[config.mk]
export PLATFORM = sky130hd
export DESIGN_NAME = tone_scheduler_flat
export DESIGN_NICKNAME = d
export VERILOG_FILES = /design/src/rtl/tone_scheduler_if.sv /design/src/rtl/tone_scheduler.sv /design/src/flat_wrapper.sv
export SDC_FILE = /design/constraint.sdc
export NUM_CORES = 1
export LEC_CHECK = 0
export ABC_AREA = 0
export ABC_CLOCK_PERIOD_IN_PS = 6200
export CAP_MARGIN = 20
export CORE_MARGIN = 10
export CORE_UTILIZATION = 28
export DETAILED_ROUTE_END_ITERATION = 8
export MAX_ROUTING_LAYER = met4
export PLACE_DENSITY = 0.49
export SLEW_MARGIN = 20
export SYNTH_ARGS = -nofsm -noshare
export SYNTH_HDL_FRONTEND = slang
export SYNTH_SLANG_ARGS = --single-unit
[constraint.sdc]
create_clock -name clk -period 6.2 [get_ports clk]
set_clock_uncertainty 0.2 [all_clocks]
set_input_delay 0.93 -clock clk [delete_from_list [all_inputs] [get_ports clk]]
set_output_delay 0.93 -clock clk [all_outputs]
set_load 0.01 [all_outputs]
[src/rtl/tone_scheduler_if.sv]
// tone_scheduler_if
//   Groups the control, melody ROM and speaker signals of the tone scheduler.
//   slave  : the scheduler itself (takes ticks/requests and ROM data, drives
//            the ROM address and the speaker controls)
//   master : the environment (tick sources, request sources, melody ROM,
//            frequency generator)
//   Signals: beatTick, secTick, alarmReq, beepReq, snooze, noteData,
//            beatData (towards scheduler); noteAddr, noteFreq, toneEn, busy,
//            snoozing, beepAck (from scheduler)
interface tone_scheduler_if;
    logic       beatTick;
    logic       secTick;
    logic       alarmReq;
    logic       beepReq;
    logic       snooze;
    logic [4:0] noteAddr;
    logic [9:0] noteData;
    logic [7:0] beatData;
    logic [9:0] noteFreq;
    logic       toneEn;
    logic       busy;
    logic       snoozing;
    logic       beepAck;

    modport master (
        output beatTick, secTick, alarmReq, beepReq, snooze, noteData, beatData,
        input  noteAddr, noteFreq, toneEn, busy, snoozing, beepAck
    );

    modport slave (
        input  beatTick, secTick, alarmReq, beepReq, snooze, noteData, beatData,
        output noteAddr, noteFreq, toneEn, busy, snoozing, beepAck
    );
endinterface

[src/rtl/tone_scheduler.sv]
// tone_scheduler
//   Sequences the alarm speaker: walks the note/beat ROM, holds each note for
//   its beat count, inserts a silent gap between notes, shares the speaker
//   with key-click beeps and implements snooze.
//   Ports:
//     clk   - system clock
//     reset - synchronous active-high reset
//     bus   - tone_scheduler_if.slave (ticks, requests, ROM address/data,
//             noteFreq/toneEn to the frequency generator, busy, snoozing,
//             beepAck)
module tone_scheduler #(
    parameter int LAST_INDEX  = 25,
    parameter int REST_CODE   = 20,
    parameter int GAP_TICKS   = 2,
    parameter int BEEP_FREQ   = 988,
    parameter int BEEP_TICKS  = 5,
    parameter int SNOOZE_SECS = 300
) (
    input  logic            clk,
    input  logic            reset,
    tone_scheduler_if.slave bus
);

    // FETCH is split in two: the address cycle and the data-latch cycle
    // (ROM data is valid one clock after noteAddr).
    typedef enum logic [2:0] {
        IDLE,
        FETCH_ADDR,
        FETCH_DATA,
        PLAY,
        GAP,
        BEEP,
        SNOOZE
    } state_t;

    localparam logic [4:0]  LAST_IDX  = 5'(LAST_INDEX);
    localparam logic [9:0]  REST_FREQ = 10'(REST_CODE);
    localparam logic [9:0]  BEEP_CODE = 10'(BEEP_FREQ);
    localparam logic [15:0] GAP_LOAD  = 16'(GAP_TICKS);
    localparam logic [15:0] BEEP_LOAD = 16'(BEEP_TICKS);
    localparam logic [15:0] SNZ_LOAD  = 16'(SNOOZE_SECS);

    state_t      state, stateNext;
    logic [4:0]  index, indexNext;
    logic [15:0] count, countNext;
    logic [9:0]  freq, freqNext;
    logic        tone, toneNext;
    logic        ack, ackNext;
    logic        pending, pendingNext;

    function automatic logic [4:0] nextIndex(input logic [4:0] idx);
        return (idx == LAST_IDX) ? 5'd0 : idx + 5'd1;
    endfunction

    always_ff @(posedge clk) begin
        if (reset) begin
            state   <= IDLE;
            index   <= '0;
            count   <= '0;
            freq    <= '0;
            tone    <= 1'b0;
            ack     <= 1'b0;
            pending <= 1'b0;
        end else begin
            state   <= stateNext;
            index   <= indexNext;
            count   <= countNext;
            freq    <= freqNext;
            tone    <= toneNext;
            ack     <= ackNext;
            pending <= pendingNext;
        end
    end

    always_comb begin
        stateNext   = state;
        indexNext   = index;
        countNext   = count;
        freqNext    = freq;
        toneNext    = tone;
        ackNext     = 1'b0;
        // Clicks are dropped while a beep is already sounding.
        pendingNext = pending | (bus.beepReq && (state != BEEP));

        case (state)
            IDLE: begin
                toneNext = 1'b0;
                if (bus.alarmReq) begin
                    // The alarm swallows any queued click silently.
                    stateNext   = FETCH_ADDR;
                    indexNext   = '0;
                    pendingNext = 1'b0;
                end else if (pending) begin
                    stateNext = BEEP;
                    freqNext  = BEEP_CODE;
                    toneNext  = 1'b1;
                    countNext = BEEP_LOAD;
                end
            end

            FETCH_ADDR, FETCH_DATA, PLAY, GAP: begin
                // Alarm withdrawal beats snooze when both happen together.
                if (!bus.alarmReq) begin
                    stateNext = IDLE;
                    toneNext  = 1'b0;
                    indexNext = '0;
                end else if (bus.snooze) begin
                    stateNext = SNOOZE;
                    toneNext  = 1'b0;
                    countNext = SNZ_LOAD;
                end else if (state == FETCH_ADDR) begin
                    stateNext = FETCH_DATA;
                end else if (state == FETCH_DATA) begin
                    stateNext = PLAY;
                    freqNext  = bus.noteData;
                    toneNext  = (bus.noteData != REST_FREQ);
                    countNext = (bus.beatData == 8'd0) ? 16'd1 : {8'd0, bus.beatData};
                end else if (bus.beatTick) begin
                    if (count <= 16'd1) begin
                        toneNext = 1'b0;
                        if (state == PLAY && GAP_TICKS != 0) begin
                            stateNext = GAP;
                            countNext = GAP_LOAD;
                        end else begin
                            stateNext = FETCH_ADDR;
                            indexNext = nextIndex(index);
                        end
                    end else begin
                        countNext = count - 16'd1;
                    end
                end
            end

            BEEP: begin
                if (bus.alarmReq) begin
                    stateNext   = FETCH_ADDR;
                    indexNext   = '0;
                    toneNext    = 1'b0;
                    pendingNext = 1'b0;
                end else if (bus.beatTick) begin
                    if (count <= 16'd1) begin
                        stateNext   = IDLE;
                        toneNext    = 1'b0;
                        ackNext     = 1'b1;
                        pendingNext = 1'b0;
                    end else begin
                        countNext = count - 16'd1;
                    end
                end
            end

            SNOOZE: begin
                if (!bus.alarmReq) begin
                    stateNext = IDLE;
                    indexNext = '0;
                end else if (bus.secTick) begin
                    if (count <= 16'd1) begin
                        stateNext = FETCH_ADDR;
                        indexNext = '0;
                    end else begin
                        countNext = count - 16'd1;
                    end
                end
            end

            default: begin
                stateNext = IDLE;
                toneNext  = 1'b0;
            end
        endcase
    end

    assign bus.noteAddr = index;
    assign bus.noteFreq = freq;
    assign bus.toneEn   = tone;
    assign bus.busy     = (state != IDLE);
    assign bus.snoozing = (state == SNOOZE);
    assign bus.beepAck  = ack;

endmodule

[src/flat_wrapper.sv]
// flat-port wrapper written by rule: the top's interface ports become plain ports
module tone_scheduler_flat 
#(
    parameter int LAST_INDEX  = 25,
    parameter int REST_CODE   = 20,
    parameter int GAP_TICKS   = 2,
    parameter int BEEP_FREQ   = 988,
    parameter int BEEP_TICKS  = 5,
    parameter int SNOOZE_SECS = 300
)
  (clk, reset, bus_beatTick, bus_secTick, bus_alarmReq, bus_beepReq, bus_snooze, bus_noteData, bus_beatData, bus_noteAddr, bus_noteFreq, bus_toneEn, bus_busy, bus_snoozing, bus_beepAck);
  tone_scheduler_if bus_i ();
  input  logic clk;
  input  logic reset;
  input wire logic [$bits(bus_i.beatTick)-1:0] bus_beatTick;
  input wire logic [$bits(bus_i.secTick)-1:0] bus_secTick;
  input wire logic [$bits(bus_i.alarmReq)-1:0] bus_alarmReq;
  input wire logic [$bits(bus_i.beepReq)-1:0] bus_beepReq;
  input wire logic [$bits(bus_i.snooze)-1:0] bus_snooze;
  input wire logic [$bits(bus_i.noteData)-1:0] bus_noteData;
  input wire logic [$bits(bus_i.beatData)-1:0] bus_beatData;
  output wire logic [$bits(bus_i.noteAddr)-1:0] bus_noteAddr;
  output wire logic [$bits(bus_i.noteFreq)-1:0] bus_noteFreq;
  output wire logic [$bits(bus_i.toneEn)-1:0] bus_toneEn;
  output wire logic [$bits(bus_i.busy)-1:0] bus_busy;
  output wire logic [$bits(bus_i.snoozing)-1:0] bus_snoozing;
  output wire logic [$bits(bus_i.beepAck)-1:0] bus_beepAck;
  assign bus_i.beatTick = bus_beatTick;
  assign bus_i.secTick = bus_secTick;
  assign bus_i.alarmReq = bus_alarmReq;
  assign bus_i.beepReq = bus_beepReq;
  assign bus_i.snooze = bus_snooze;
  assign bus_i.noteData = bus_noteData;
  assign bus_i.beatData = bus_beatData;
  assign bus_noteAddr = bus_i.noteAddr;
  assign bus_noteFreq = bus_i.noteFreq;
  assign bus_toneEn = bus_i.toneEn;
  assign bus_busy = bus_i.busy;
  assign bus_snoozing = bus_i.snoozing;
  assign bus_beepAck = bus_i.beepAck;
  tone_scheduler #(.LAST_INDEX(LAST_INDEX), .REST_CODE(REST_CODE), .GAP_TICKS(GAP_TICKS), .BEEP_FREQ(BEEP_FREQ), .BEEP_TICKS(BEEP_TICKS), .SNOOZE_SECS(SNOOZE_SECS)) u_core (.clk(clk), .reset(reset), .bus(bus_i));
endmodule
# [Yosys cells after proc, flatten, opt, wreduce, memory -nomap -nowiden]
# Cells that the tools add are included.
[classes] add_sub_neg=2 magnitude_cmp=1 eq_ne=37 muxes=68 n_bitwise=4 n_reduce_logical=15
[op_table] operator="16-bit 2-to-1 mux" count=14
[op_table] operator="16-bit one-hot mux with 4 select lines" count=1
[op_table] operator="10-bit 2-to-1 mux" count=6
[op_table] operator="5-bit 2-to-1 mux" count=12
[op_table] operator="3-bit 2-to-1 mux" count=15
[op_table] operator="3-bit inequality test, second input constant" count=9
[op_table] operator="10-bit one-hot mux with 2 select lines" count=1
[op_table] operator="16-bit by 1-bit <= comparator with 1-bit output, second input constant" count=1
[op_table] operator="2-bit inequality test, second input constant" count=8
[op_table] operator="16-bit by 1-bit subtractor with 16-bit output, second input constant" count=1
[op_table] operator="5-bit one-hot mux with 3 select lines" count=1
[op_table] operator="1-bit 2-to-1 mux" count=14
[op_table] operator="7-bit AND reduction" count=2
[op_table] operator="3-bit by 2-bit inequality test with 1-bit output, second input constant" count=4
[op_table] operator="3-bit one-hot mux with 4 select lines" count=1
[op_table] operator="11-bit AND reduction" count=1
[op_table] operator="10-bit by 5-bit inequality test with 1-bit output, second input constant" count=1
[op_table] operator="10-bit AND reduction" count=1
[op_table] operator="3-bit == test, second input constant" count=3
[op_table] operator="8-bit logical NOT" count=1
[op_table] operator="8-bit 2-to-1 mux" count=1
[op_table] operator="4-bit OR reduction" count=2
[op_table] operator="3-bit by 2-bit == test with 1-bit output, second input constant" count=2
[op_table] operator="2-bit by 1-bit inequality test with 1-bit output, second input constant" count=3
[op_table] operator="other kinds (19)" count=22
[word_totals] ff_bits=37 output_inout_bits=19 word_cells=134

# [Depth between registers and ports, before layout]
[depth] ltp_word=10 depth_mapped=10

# [Least setup slack after synthesis]
# No wires, ideal clock.
[synth_path] path_type="in2reg" startpoint="in bus_alarmReq" endpoint="reg u_core.count[12]" setup_time_ns=0.132 arrival_time_ns=2.489 required_time_ns=5.868 setup_slack_ns=3.378 stages=9 cell_sequence="clkbuf_1 > nand2b_1 > a22oi_1 > nor2_1 > or4_1 > clkbuf_2 > buf_4 > o21ai_0 > a21oi_1"
[synth_between] elab_chain_len=2
[synth_rtl] item="from (decl)" line_no="flat_wrapper.sv:17" rtl="input wire logic [$bits(bus_i.alarmReq)-1:0] bus_alarmReq;"
[synth_rtl] item="2-bit inequality test (no source line)"
[synth_rtl] item="11-bit AND reduction (no source line) *"
[synth_rtl] item="to (signal assigned)" line_no="tone_scheduler.sv:67" rtl="count <= countNext;"
[synth_rtl] item="to (decl)" line_no="tone_scheduler.sv:45" rtl="logic [15:0] count, countNext;"
# Every way passes the cells marked *; elsewhere a longest branch is shown, timed or not.
# A chain may end at the register's enable or synchronous reset.

# [Final worst setup path]
[layout_path] startpoint="in bus_alarmReq" endpoint="reg u_core.count[2]"
# The elaborated chain is that of the path after synthesis.

==> results.json <==
{
  "drv_slew": 0,
  "ys_ff_latch": 37,
  "root_buffer": "clkbuf_8",
  "final_cell_mix": "clkdlybuf4s50_1 (43), nor2_1 (42), dfxtp_1 (37), nand2_1 (35), a21oi_1 (29)",
  "clock-sinks": 37,
  "max_freq_mhz": 271,
  "crit_path_cell_trace": "clkdlybuf4s50_1, nand2b_1, a22oi_1, nor2_1, or4_1, nor2_1, a22o_1",
  "synth.distinct_cells": 64,
  "hold_class": "reg -> reg",
  "leakagePower_nw": 1.14,
  "die_width_um": 118,
  "grt_max_degree": 40,
  "clockBufferDepth": 2,
  "timing.final.crit_share_pct": 59.6,
  "cp_common_cell": "nor2_1",
  "setup_viol": 0,
  "cpLargestDelayFamily": "simple AND/OR/NAND/NOR gates",
  "post_cts_buffers": 0,
  "io_pins": 44,
  "n_fill_cell": 1014,
  "place_congestion": 0.840,
  "cp_data_required_time_ps": 6250,
  "die_area_mm2": 0.0138,
  "timing.slew.headroom_pct": 40.3,
  "diodes": 0,
  "port-buffer-count": 43,
  "grt_usage_pct": 12.5,
  "period_minus_slack_ps": 3700,
  "nets": 422,
  "cts_resized": 0,
  "hold_buffers": 0,
  "synth-async-reset-ratio_pct": 0,
  "ys_seq_area_share_pct": 27.7,
  "worst_pin_slew_ps": 893,
  "antenna_found_initial": 0,
  "area_delta_synth_final_pct": 24.4,
  "status": "finished clean",
  "avgSynthCellArea_um2": 7.30,
  "core-area_mm2": 0.00928,
  "drtPass1Iterations": 5,
  "place_ws_ps": 2210,
  "grt_pass1_wl_mm": 14.4,
  "drive_gt1_share_pct": 7.36,
  "die_h_um": 118,
  "drtIter0Drc": 203,
  "p_per_area_mw_per_mm2": 499,
  "grt_pass1_vias": 2767,
  "ir_drop_v": 0.000188,
  "crit_fanout": 28,
  "setup_tns_ps": 0,
  "hold_violations": 0,
  "wl_per_cell_um": 16.2,
  "grt_overflow_total": 0,
  "htree_levels": 2,
  "end_kind": "register",
  "setup_ws_ps": 2500,
  "synth-edff-count": 0,
  "vias_per_cell": 5.35,
  "cap_viol_max_count": 0,
  "cts_tree": "yes",
  "rsz0062_at_grt": "no",
  "insertion_delay_ps": 300,
  "wl_mm": 8.47,
  "rows": 35,
  "syn_nets": 395,
  "ys_dominant_reg_cell": "dfxtp_1",
  "final_antenna_net_count": 0,
  "slowest_delay_ps": 850,
  "netlist_area_mm2": 0.00267,
  "dr_total_vias": 2800,
  "dpl.hpwl_mm": 6.10,
  "crit_arrival_ps": 3740,
  "cts_buffers": 5,
  "yosysWarnings": 0,
  "critPathKind": "in -> reg",
  "cts.clk_slew.worst_paths_ps": 90,
  "crit_slowest_cell": "clkdlybuf4s50_1",
  "final_common_cell": "clkdlybuf4s50_1",
  "drc": 0,
  "cp_num_buf_inv": 1,
  "start_util_pct": 28.8,
  "synth_cells": 366,
  "start_kind": "primary input"
}
## cell usage after synthesis, types with 2 or more instances
master | count | area (µm²)
ha_1 | 4 | 50.1
o21ai_0 | 15 | 75.1
nand4b_1 | 5 | 43.8
nand3_1 | 17 | 85.1
o22ai_1 | 8 | 50.1
nand2b_1 | 12 | 75.1
nor3_1 | 9 | 45.0
or4_1 | 4 | 30.0
mux2i_1 | 4 | 40.0
nor2_1 | 42 | 158
a21oi_1 | 29 | 145
o211ai_1 | 3 | 22.5
buf_2 | 4 | 20.0
clkbuf_1 | 19 | 71.3
nor4_1 | 8 | 50.1
o31ai_1 | 3 | 22.5
or2_2 | 3 | 18.8
nand3b_1 | 3 | 22.5
a31oi_1 | 5 | 31.3
buf_1 | 3 | 11.3
or4_4 | 2 | 22.5
a22oi_1 | 2 | 15.0
a211oi_1 | 12 | 90.1
o32ai_1 | 7 | 61.3
nand4_1 | 3 | 18.8
inv_1 | 12 | 45.0
a22o_1 | 3 | 26.3
or4b_2 | 2 | 20.0
or3_1 | 4 | 25.0
nor3b_1 | 4 | 30.0
a21o_1 | 4 | 30.0
nor2b_1 | 6 | 37.5
xnor2_1 | 2 | 17.5
and3_1 | 3 | 18.8
dfxtp_1 | 37 | 741
nand2_1 | 35 | 131
## sequential cells by signal, summed over array words and instances (netlist names)
register             count
u_core.bus.beepAck       1
u_core.bus.noteAddr      5
u_core.bus.noteFreq     10
u_core.bus.toneEn        1
u_core.count            16
u_core.pending           1
u_core.state             3
## tightest hold or removal path: stages (launching register included)
cell	delay, ps
dfxtp_1	320
nand2b_1	70
a21oi_1	50
## layer usage
layer / vias to the layer above / global-route usage, % / part of all wire [%] / wire (µm)
li1: 1417 / - / - / -
met5: - / - / 0 / 0
met2: 60 / 19.2 / 44 / 3770
met4: 0 / 2.70 / 0.98 / 83
met1: 1316 / 16.7 / 51 / 4340
met3: 7 / 2.16 / 3.3 / 279
## cell type report
type	count	area, µm²	area share (%)
inverter	12	45.0	1.36
tap	129	161	4.86
clock inverter	2	37.5	1.13
timing repair buffer	48	468	14.1
sequential	37	741	22.3
multi-input combinational	289	1790	53.8
clock buffer	6	82.6	2.49
## stage by stage
stage / power (mW) / cell area (µm²) / utilization, % / hold WS, ps / cells
after floorplan: 1.15 / 2670 / - / 252 / 366
after global routing: 1.81 / 3320 / 35.8 / 312 / 523
after detailed placement: 1.42 / 3200 / 34.4 / 271 / 515
after global placement: 1.43 / 3200 / 34.4 / 259 / 515
after CTS: 1.66 / 3320 / 35.7 / 285 / 523
final: 1.66 / 3320 / 35.8 / 281 / 523
## final timing paths
path	start	to	slack, ps	cells past startpoint
max	bus_alarmReq	u_core.count[2]	2500	7
min	u_core.bus.noteFreq[1]	u_core.bus.noteFreq[1]	280	2
max reg2reg	u_core.state[2]	u_core.count[14]	3090	7
min reg2reg	u_core.bus.noteFreq[1]	u_core.bus.noteFreq[1]	280	2
## power breakdown
part	internal [mW]	switching, mW
clock network	0.131	0.0977
registers	0.287	0.0615
logic	0.421	0.659
## cells by family after synthesis
logic type | after synthesis | share of synthesized area [%]
simple gates | 170 | 34.3
compound gates | 107 | 27.2
buf+inv | 40 | 6.00
flops | 37 | 27.7
mux | 5 | 1.92
fa+ha+maj | 5 | 2.25
xor+xnor | 2 | 0.656
Note: power is estimated with default switching activity, not from simulation.
